`src/rtl/alu_issue_arbiter.sv`:
```
// Shares NUM_ALU ALU instances among issuing wavefronts: round-robin grant of a free,
// ready ALU, per-ALU issue-to-completion tracking and round-robin completion reporting.
module alu_issue_arbiter #(
  parameter int NUM_ALU = 4,
  parameter int WFID_W  = 6
) (
  input  logic                clk,
  input  logic                rst,
  input  logic                in_issue_valid,
  input  logic [WFID_W-1:0]   in_issue_wfid,
  output logic                out_issue_ack,
  output logic [2:0]          out_issue_alu,
  input  logic [NUM_ALU-1:0]  in_alu_ready,
  input  logic [NUM_ALU-1:0]  in_instr_done,
  output logic [NUM_ALU-1:0]  out_alu_select,
  output logic [NUM_ALU-1:0]  out_alu_select_flopped,
  output logic [NUM_ALU-1:0]  out_busy,
  output logic                out_all_busy,
  output logic                out_done_valid,
  output logic [WFID_W-1:0]   out_done_wfid,
  output logic [2:0]          out_done_alu,
  output logic                out_protocol_err
);

  localparam int IDX_W = (NUM_ALU > 1) ? $clog2(NUM_ALU) : 1;

  typedef enum logic [1:0] {
    IDLE = 2'd0,
    BUSY = 2'd1,
    PEND = 2'd2
  } alu_state_e;

  alu_state_e        state  [NUM_ALU];
  logic [WFID_W-1:0] wfid_q [NUM_ALU];
  logic [2:0]        issue_ptr;
  logic [2:0]        done_ptr;

  logic [NUM_ALU-1:0] eligible;
  logic [NUM_ALU-1:0] pending;
  logic [NUM_ALU-1:0] in_busy;
  logic [NUM_ALU-1:0] report_sel;
  logic [2:0]         grant_idx;
  logic [2:0]         done_idx;

  // First requester at or after ptr, wrapping modulo NUM_ALU.
  function automatic logic [2:0] rr_pick(input logic [NUM_ALU-1:0] req, input logic [2:0] ptr);
    int j;
    rr_pick = '0;
    for (int k = NUM_ALU - 1; k >= 0; k--) begin
      j = int'(ptr) + k;
      if (j >= NUM_ALU) j = j - NUM_ALU;
      if (req[j[IDX_W-1:0]]) rr_pick = 3'(j);
    end
  endfunction

  function automatic logic [2:0] next_idx(input logic [2:0] idx);
    return (int'(idx) == NUM_ALU - 1) ? 3'd0 : idx + 3'd1;
  endfunction

  // NOTE: every signal driven here gets a default first so no latch is inferred.
  always_comb begin
    eligible   = '0;
    pending    = '0;
    in_busy    = '0;
    out_busy   = '0;
    report_sel = '0;
    for (int i = 0; i < NUM_ALU; i++) begin
      eligible[i] = (state[i] == IDLE) && in_alu_ready[i];
      pending[i]  = (state[i] == PEND);
      in_busy[i]  = (state[i] == BUSY);
      out_busy[i] = (state[i] != IDLE);
    end
    grant_idx      = rr_pick(eligible, issue_ptr);
    done_idx       = rr_pick(pending, done_ptr);
    out_issue_ack  = in_issue_valid && (|eligible);
    out_issue_alu  = out_issue_ack ? grant_idx : 3'd0;
    out_alu_select = '0;
    if (out_issue_ack) out_alu_select[grant_idx[IDX_W-1:0]] = 1'b1;
    if (|pending) report_sel[done_idx[IDX_W-1:0]] = 1'b1;
    out_all_busy = &out_busy;
  end

  // NOTE: sequential state uses non-blocking assignments so every register samples
  // the pre-edge values, independent of statement order.
  always_ff @(posedge clk or posedge rst) begin
    if (rst) begin
      // NOTE: the wfid store is reset too, so a stale id can never surface after rst.
      for (int i = 0; i < NUM_ALU; i++) begin
        state[i]  <= IDLE;
        wfid_q[i] <= '0;
      end
      issue_ptr              <= '0;
      done_ptr               <= '0;
      out_alu_select_flopped <= '0;
      out_done_valid         <= 1'b0;
      out_done_wfid          <= '0;
      out_done_alu           <= '0;
      out_protocol_err       <= 1'b0;
    end else begin
      out_alu_select_flopped <= out_alu_select;
      if (out_issue_ack) issue_ptr <= next_idx(grant_idx);

      out_done_valid <= |pending;
      if (|pending) begin
        out_done_wfid <= wfid_q[done_idx[IDX_W-1:0]];
        out_done_alu  <= done_idx;
        done_ptr      <= next_idx(done_idx);
      end

      // A done pulse on an ALU that is not BUSY is flagged and otherwise ignored.
      if (|(in_instr_done & ~in_busy)) out_protocol_err <= 1'b1;

      for (int i = 0; i < NUM_ALU; i++) begin
        case (state[i])
          IDLE: if (out_alu_select[i]) begin
            state[i]  <= BUSY;
            wfid_q[i] <= in_issue_wfid;
          end
          BUSY:    if (in_instr_done[i]) state[i] <= PEND;
          PEND:    if (report_sel[i]) state[i] <= IDLE;
          default: state[i] <= IDLE;
        endcase
      end
    end
  end

endmodule

```
`config.mk`:
```
export PLATFORM = sky130hd
export DESIGN_NAME = alu_issue_arbiter
export DESIGN_NICKNAME = d
export VERILOG_FILES = /design/src/rtl/alu_issue_arbiter.sv
export SDC_FILE = /design/constraint.sdc
export NUM_CORES = 1
export LEC_CHECK = 0
export ABC_AREA = 0
export BUFFER_PORTS_ARGS = -buffer_cell sky130_fd_sc_hd__buf_2
export CAP_MARGIN = 25
export CORE_MARGIN = 4
export CORE_UTILIZATION = 50
export DETAILED_ROUTE_END_ITERATION = 8
export GPL_TIMING_DRIVEN = 0
export PLACE_DENSITY = 0.77
export SYNTH_ARGS = -nofsm -noshare
export SYNTH_HDL_FRONTEND = slang
export SYNTH_SLANG_ARGS = --single-unit
export TNS_END_PERCENT = 5
```
`constraint.sdc`:
```
create_clock -name clk -period 2.84 [get_ports clk]
set_clock_uncertainty 0.1 [all_clocks]
set_input_delay 0.284 -clock clk [delete_from_list [all_inputs] [get_ports clk]]
set_output_delay 0.284 -clock clk [all_outputs]
set_load 0.1 [all_outputs]
```
# Word-level counts from Yosys, hierarchy flattened
# Index checks and enable logic that the tools add are counted.
# word_totals
ff_bits,53
output_inout_bits,28
# classes
n_addsub,16
n_lt_le_gt_ge,21
eq_ne,22
n_mux,60
bitwise,3
n_reduce_logical,27
# ops
cell,n
two-way mux 3 bit,19
< comparator 2 x 3 -> 1 bit (second input constant),10
greater-or-equal comparator 4 x 3 -> 1 bit (second input constant),6
two-way mux 2 bit,12
case mux 2 bit (3 select lines),4
subtractor 3 bit (second input constant),8
adder 3 x 2 -> 4 bit (second input constant),4
binary-select mux 1 bit (select 2 bit),8
inequality test 2 bit (second input constant),8
binary-select mux 6 bit (select 2 bit),1
two-way mux 6 bit,2
AND reduction 3 bit,4
OR reduction 4 bit,3
two-way mux 1 bit,10
greater-or-equal comparator 3 bit (second input constant),3
adder 3 x 1 -> 4 bit (second input constant),2
equality test 2 x 1 -> 1 bit (second input constant),4
equality test 2 bit (second input constant),4
logical NOT 2 bit,4
two-way mux 4 bit,2
inequality test 2 x 1 -> 1 bit (second input constant),4
AND reduction 2 bit,4
nonzero test 2 bit,4
logical AND 1 bit,7
8 further kinds,12

# Logic depth before layout (Yosys ltp)
# logic_depth
word_depth,16
ltp_mapped,12
depth_no_buf,12

# Worst setup path after synthesis
# OpenSTA, ideal clock, no wires.
# synth_timing
path_kind,reg2out
from,register state[2] (netlist name)
to,output out_all_busy
t_arrival_ns,3.436
path_slack_ns,-0.980
stages_incl_launch_ff,3
n_path_buf,0
path_cell_list,dfrtp_1 > nor2_1 > nor4_1
# synth_between
elab_chain_cells,2
# synth_rtl
element,line_no,text
"start, declared",33,alu_state_e state [NUM_ALU];
"start signal, assigned by index",89,state[i] <= IDLE;
"start signal, assigned by index",116,state[i] <= BUSY;
"start signal, assigned by index",119,BUSY: if (in_instr_done[i]) state[i] <= PEND;
nonzero test 2 bit,71,out_busy[i] = (state[i] != IDLE);
AND reduction 4 bit,80,out_all_busy = &out_busy;
"end, declared",18,"output logic out_all_busy,"
# No other way between the ends.

# Worst setup path in the final report
# layout_timing
from,register issue_ptr[1]
to,output out_issue_alu[2]
# layout_between
elab_chain_cells,10
elab_cells_between_ends,28
cone_classes,add/sub (7); order compare (4); mux (17)
# layout_rtl
element,line_no,text
"start, declared",35,logic [2:0] issue_ptr;
"start signal, assigned",101,if (out_issue_ack) issue_ptr <= next_idx(grant_idx);
adder 3 x 2 -> 4 bit,50,j = int'(ptr) + k;
greater-or-equal comparator 4 x 3 -> 1 bit or subtractor 3 bit (tied branches),51,if (j >= NUM_ALU) j = j - NUM_ALU;
two-way mux 3 bit,51,
binary-select mux 1 bit (select 2 bit),52,if (req[j[IDX_W-1:0]]) rr_pick = 3'(j);
two-way mux 1 bit (implied by the code),52,
two-way mux 3 bit (3 in a row),52,
two-way mux 3 bit *,52,
two-way mux 3 bit *,76,out_issue_alu = out_issue_ack ? grant_idx : 3'd0;
"end, declared",12,"output logic [2:0] out_issue_alu,"
# Mark *: on every way between the ends. The rest lies on a longest branch, timed or not. The select of a mux whose other input is x is not followed.

==> impl_metrics.ini <==
[outcome]
status = complete, but fails checks
violations = negative setup slack

[floorplanning]
ioPinCount = 45
core_area_um2 = 6030
dieArea_um2 = 7650
fp.dieW_um = 87.5
die_h_um = 87.5
rows = 28
initial_utilization_pct = 52.4

[flow_run]
drv_cap = 0

[yosys]
syn-mean-instance-area_um2 = 10.3
yosysMostFrequentCell = dfrtp_1
ys_top_cells_by_count = dfrtp_1, nand2_1, mux2_2, nor2_1, mux2i_1
synthFlopType = dfrtp_1
synth_nets = 336
syn-cell-area_um2 = 3160
synth_area_leaders = dfrtp_1, mux2_2, mux2i_1, nand2_1, ha_1
synth_seq_area_share_pct = 42.0
yosys_warnings = 0
synth_cells = 307
ys_types = 56
synth_area_leader_cell = dfrtp_1
synth_edf_count = 0
ys_ff_latch = 53
synth_top_area_share_pct = 42.0
async_reset_ff_share_pct = 100

[placed_design]
hpwl_mm = 5.46
place_ws_ps = -894
place.port_buffers = 44
gp_congestion = 0.881

[sta]
period_minus_slack_ps = 3060
finalSetupViolCount = 11
rsz0062_at_grt = yes
max_freq_mhz = 327
min_period_over_period_pct = 108
slew_headroom_pct = 44.3
worst_pin_slew_ps = 829
final_hold_viol_count = 0
fin_ws_ps = -219
final_max_slew_viol_count = 0

[worst_setup_path]
crit_arrival_ps = 2670
path_class = flop to output pin
cp-end-kind = output pin
crit_path_cell_trace = inv_4 -> ha_4 -> or4b_4 -> a2111oi_4 -> o21ai_1 -> o22ai_1 -> and4b_1 -> buf_12
cp_slowest_cell = or4b_4
path_max_fanout = 6
cpPeakStageDelay_ps = 540
startpoint_type = flop
worstPathRequired_ps = 2460

[grt]
grt_pass1_wl_mm = 13.2
grt_pass1_vias = 2648
grt_max_degree = 41
grt_antenna_before_repair = 0
grt_overflow_total = 0
grtUsageTotal_pct = 22.4

[detailed_routing]
wl_per_cell_um = 18.0
drtPass1Iterations = 4
drtIter0Drc = 203
routed_wl_mm = 8.24
vias_per_cell = 5.93
ant_nets = 0
vias = 2708
drc_errors = 0

[cts]
cts_sinks = 53
cts-buffers-inserted = 5
cts.clk_slew.worst_paths_ps = 100
clkLatencyLatePin_ps = 310
cts_max_level = 2
clock_path_buffers = 2
clockRootBuffer = clkbuf_8
cts_tree = built

[worst_hold_path]
hp-class = input pin to flop

[cells_and_area]
final_nets = 410
drive_gt1_share_pct = 41.1
antenna_cells = 0
area_growth_pct = 28.6
[critical path, delay by kind of cell, from the launching register on]
| family | cells | cell delay (ps) |
|---|---|---|
| adders and majority gates | 1 | 220 |
| AOI/OAI and AO/OA | 3 | 630 |
| DFF | 1 | 430 |
| buffers and inverters | 2 | 260 |
| and+or+nand+nor | 2 | 810 |
[kinds of logic (layout without fill, tap and decap cells)]
logic type | Yosys count | in the layout | synth area share [%]
compound gates | 64 | 64 | 14.3
fa+ha+maj | 12 | 12 | 4.75
buf+inv | 28 | 103 | 3.45
mux | 50 | 50 | 18.8
flops | 53 | 53 | 42.0
simple gates | 100 | 100 | 16.8
[flip-flops by register name (all words and copies together) (netlist names)]
signal                  flops
issue_ptr                   3
out_protocol_err            1
out_done_alu                3
out_done_valid              1
done_ptr                    3
out_alu_select_flopped      4
state                       8
out_done_wfid               6
wfid_q                     24
[per-stage QoR]
step / hold slack, ps / utilization, % / std cells / cell area (um^2) / setup TNS [ps]
after floorplan: 331 / - / 307 / 3200 / -15830
final: 141 / 67.4 / 457 / 4060 / -1730
after detailed placement: 172 / 58.6 / 427 / 3530 / -17850
after global routing: 142 / 67.4 / 457 / 4060 / -4030
after global placement: 356 / 58.3 / 426 / 3510 / -14640
after CTS: 133 / 66.3 / 455 / 3990 / -1770
[path summary, 6_finish.rpt]
kind | startpoint | endpoint | slack (ps) | depth (start not counted)
min | in_issue_wfid[2] | wfid_q[14]$_DFFE_PP0P_ | 140 | 2
max in group asynchronous | rst | out_done_alu[0]$_DFFE_PP0P_ | 1740 | 4
min reg2reg | out_done_alu[0]$_DFFE_PP0P_ | out_done_alu[0]$_DFFE_PP0P_ | 380 | 2
max reg2reg | state[7]$_DFFE_PP0P_ | wfid_q[5]$_DFFE_PP0P_ | -160 | 11
min in group asynchronous | rst | out_alu_select_flopped[0]$_DFF_PP0_ | 370 | 3
max | issue_ptr[1]$_DFFE_PP0P_ | out_issue_alu[2] | -220 | 8
[cells in the final DEF (no fill, tap or decap), types with 3 or more instances in the layout]
cell and count:
o22ai_1 3, inv_1 14, nor2_1 22, dfrtp_1 46, and2_4 4, clkbuf_1 3, dfrtp_2 7, clkbuf_8 5
mux2_2 24, nand2b_1 4, inv_2 5, buf_12 6, mux4_2 4, nand2_1 37, o21ai_0 10, mux2i_1 20
a21oi_1 18, ha_1 9, buf_6 5, or3b_4 4, buf_2 38, o32ai_1 5, nand2_4 4, buf_4 19
[metal layers]
metal	up-vias	routed length, um	GRT usage, %
li1	1261	-	-
met5	-	0	0
met1	1350	3590	30.3
met4	0	108	7.11
met3	16	425	3.97
met2	81	4120	36.3
[repair_timing]
action | CTS | global route
buffers inserted | 20 | 2
hold endpoints to repair | 13 | 0
hold buffers | 1 | 0
setup endpoints to repair | 48 | 43
gates resized for setup | 63 | 18
pin swaps | 5 | 8
[cell type report]
type                    instances  area [um^2]
plain buffers                   6         68.8
clock buffers                   6         72.6
flip-flops and latches         53         1340
fillers                       474         1960
well taps                      75         93.8
multi-input cells             226         1890
clock inverters                 2         13.8
repair buffers                 68          503
inverters                      21         83.8
Power is not shown: default switching activity piles up to over one toggle a cycle in this logic, so the estimate is an artifact.
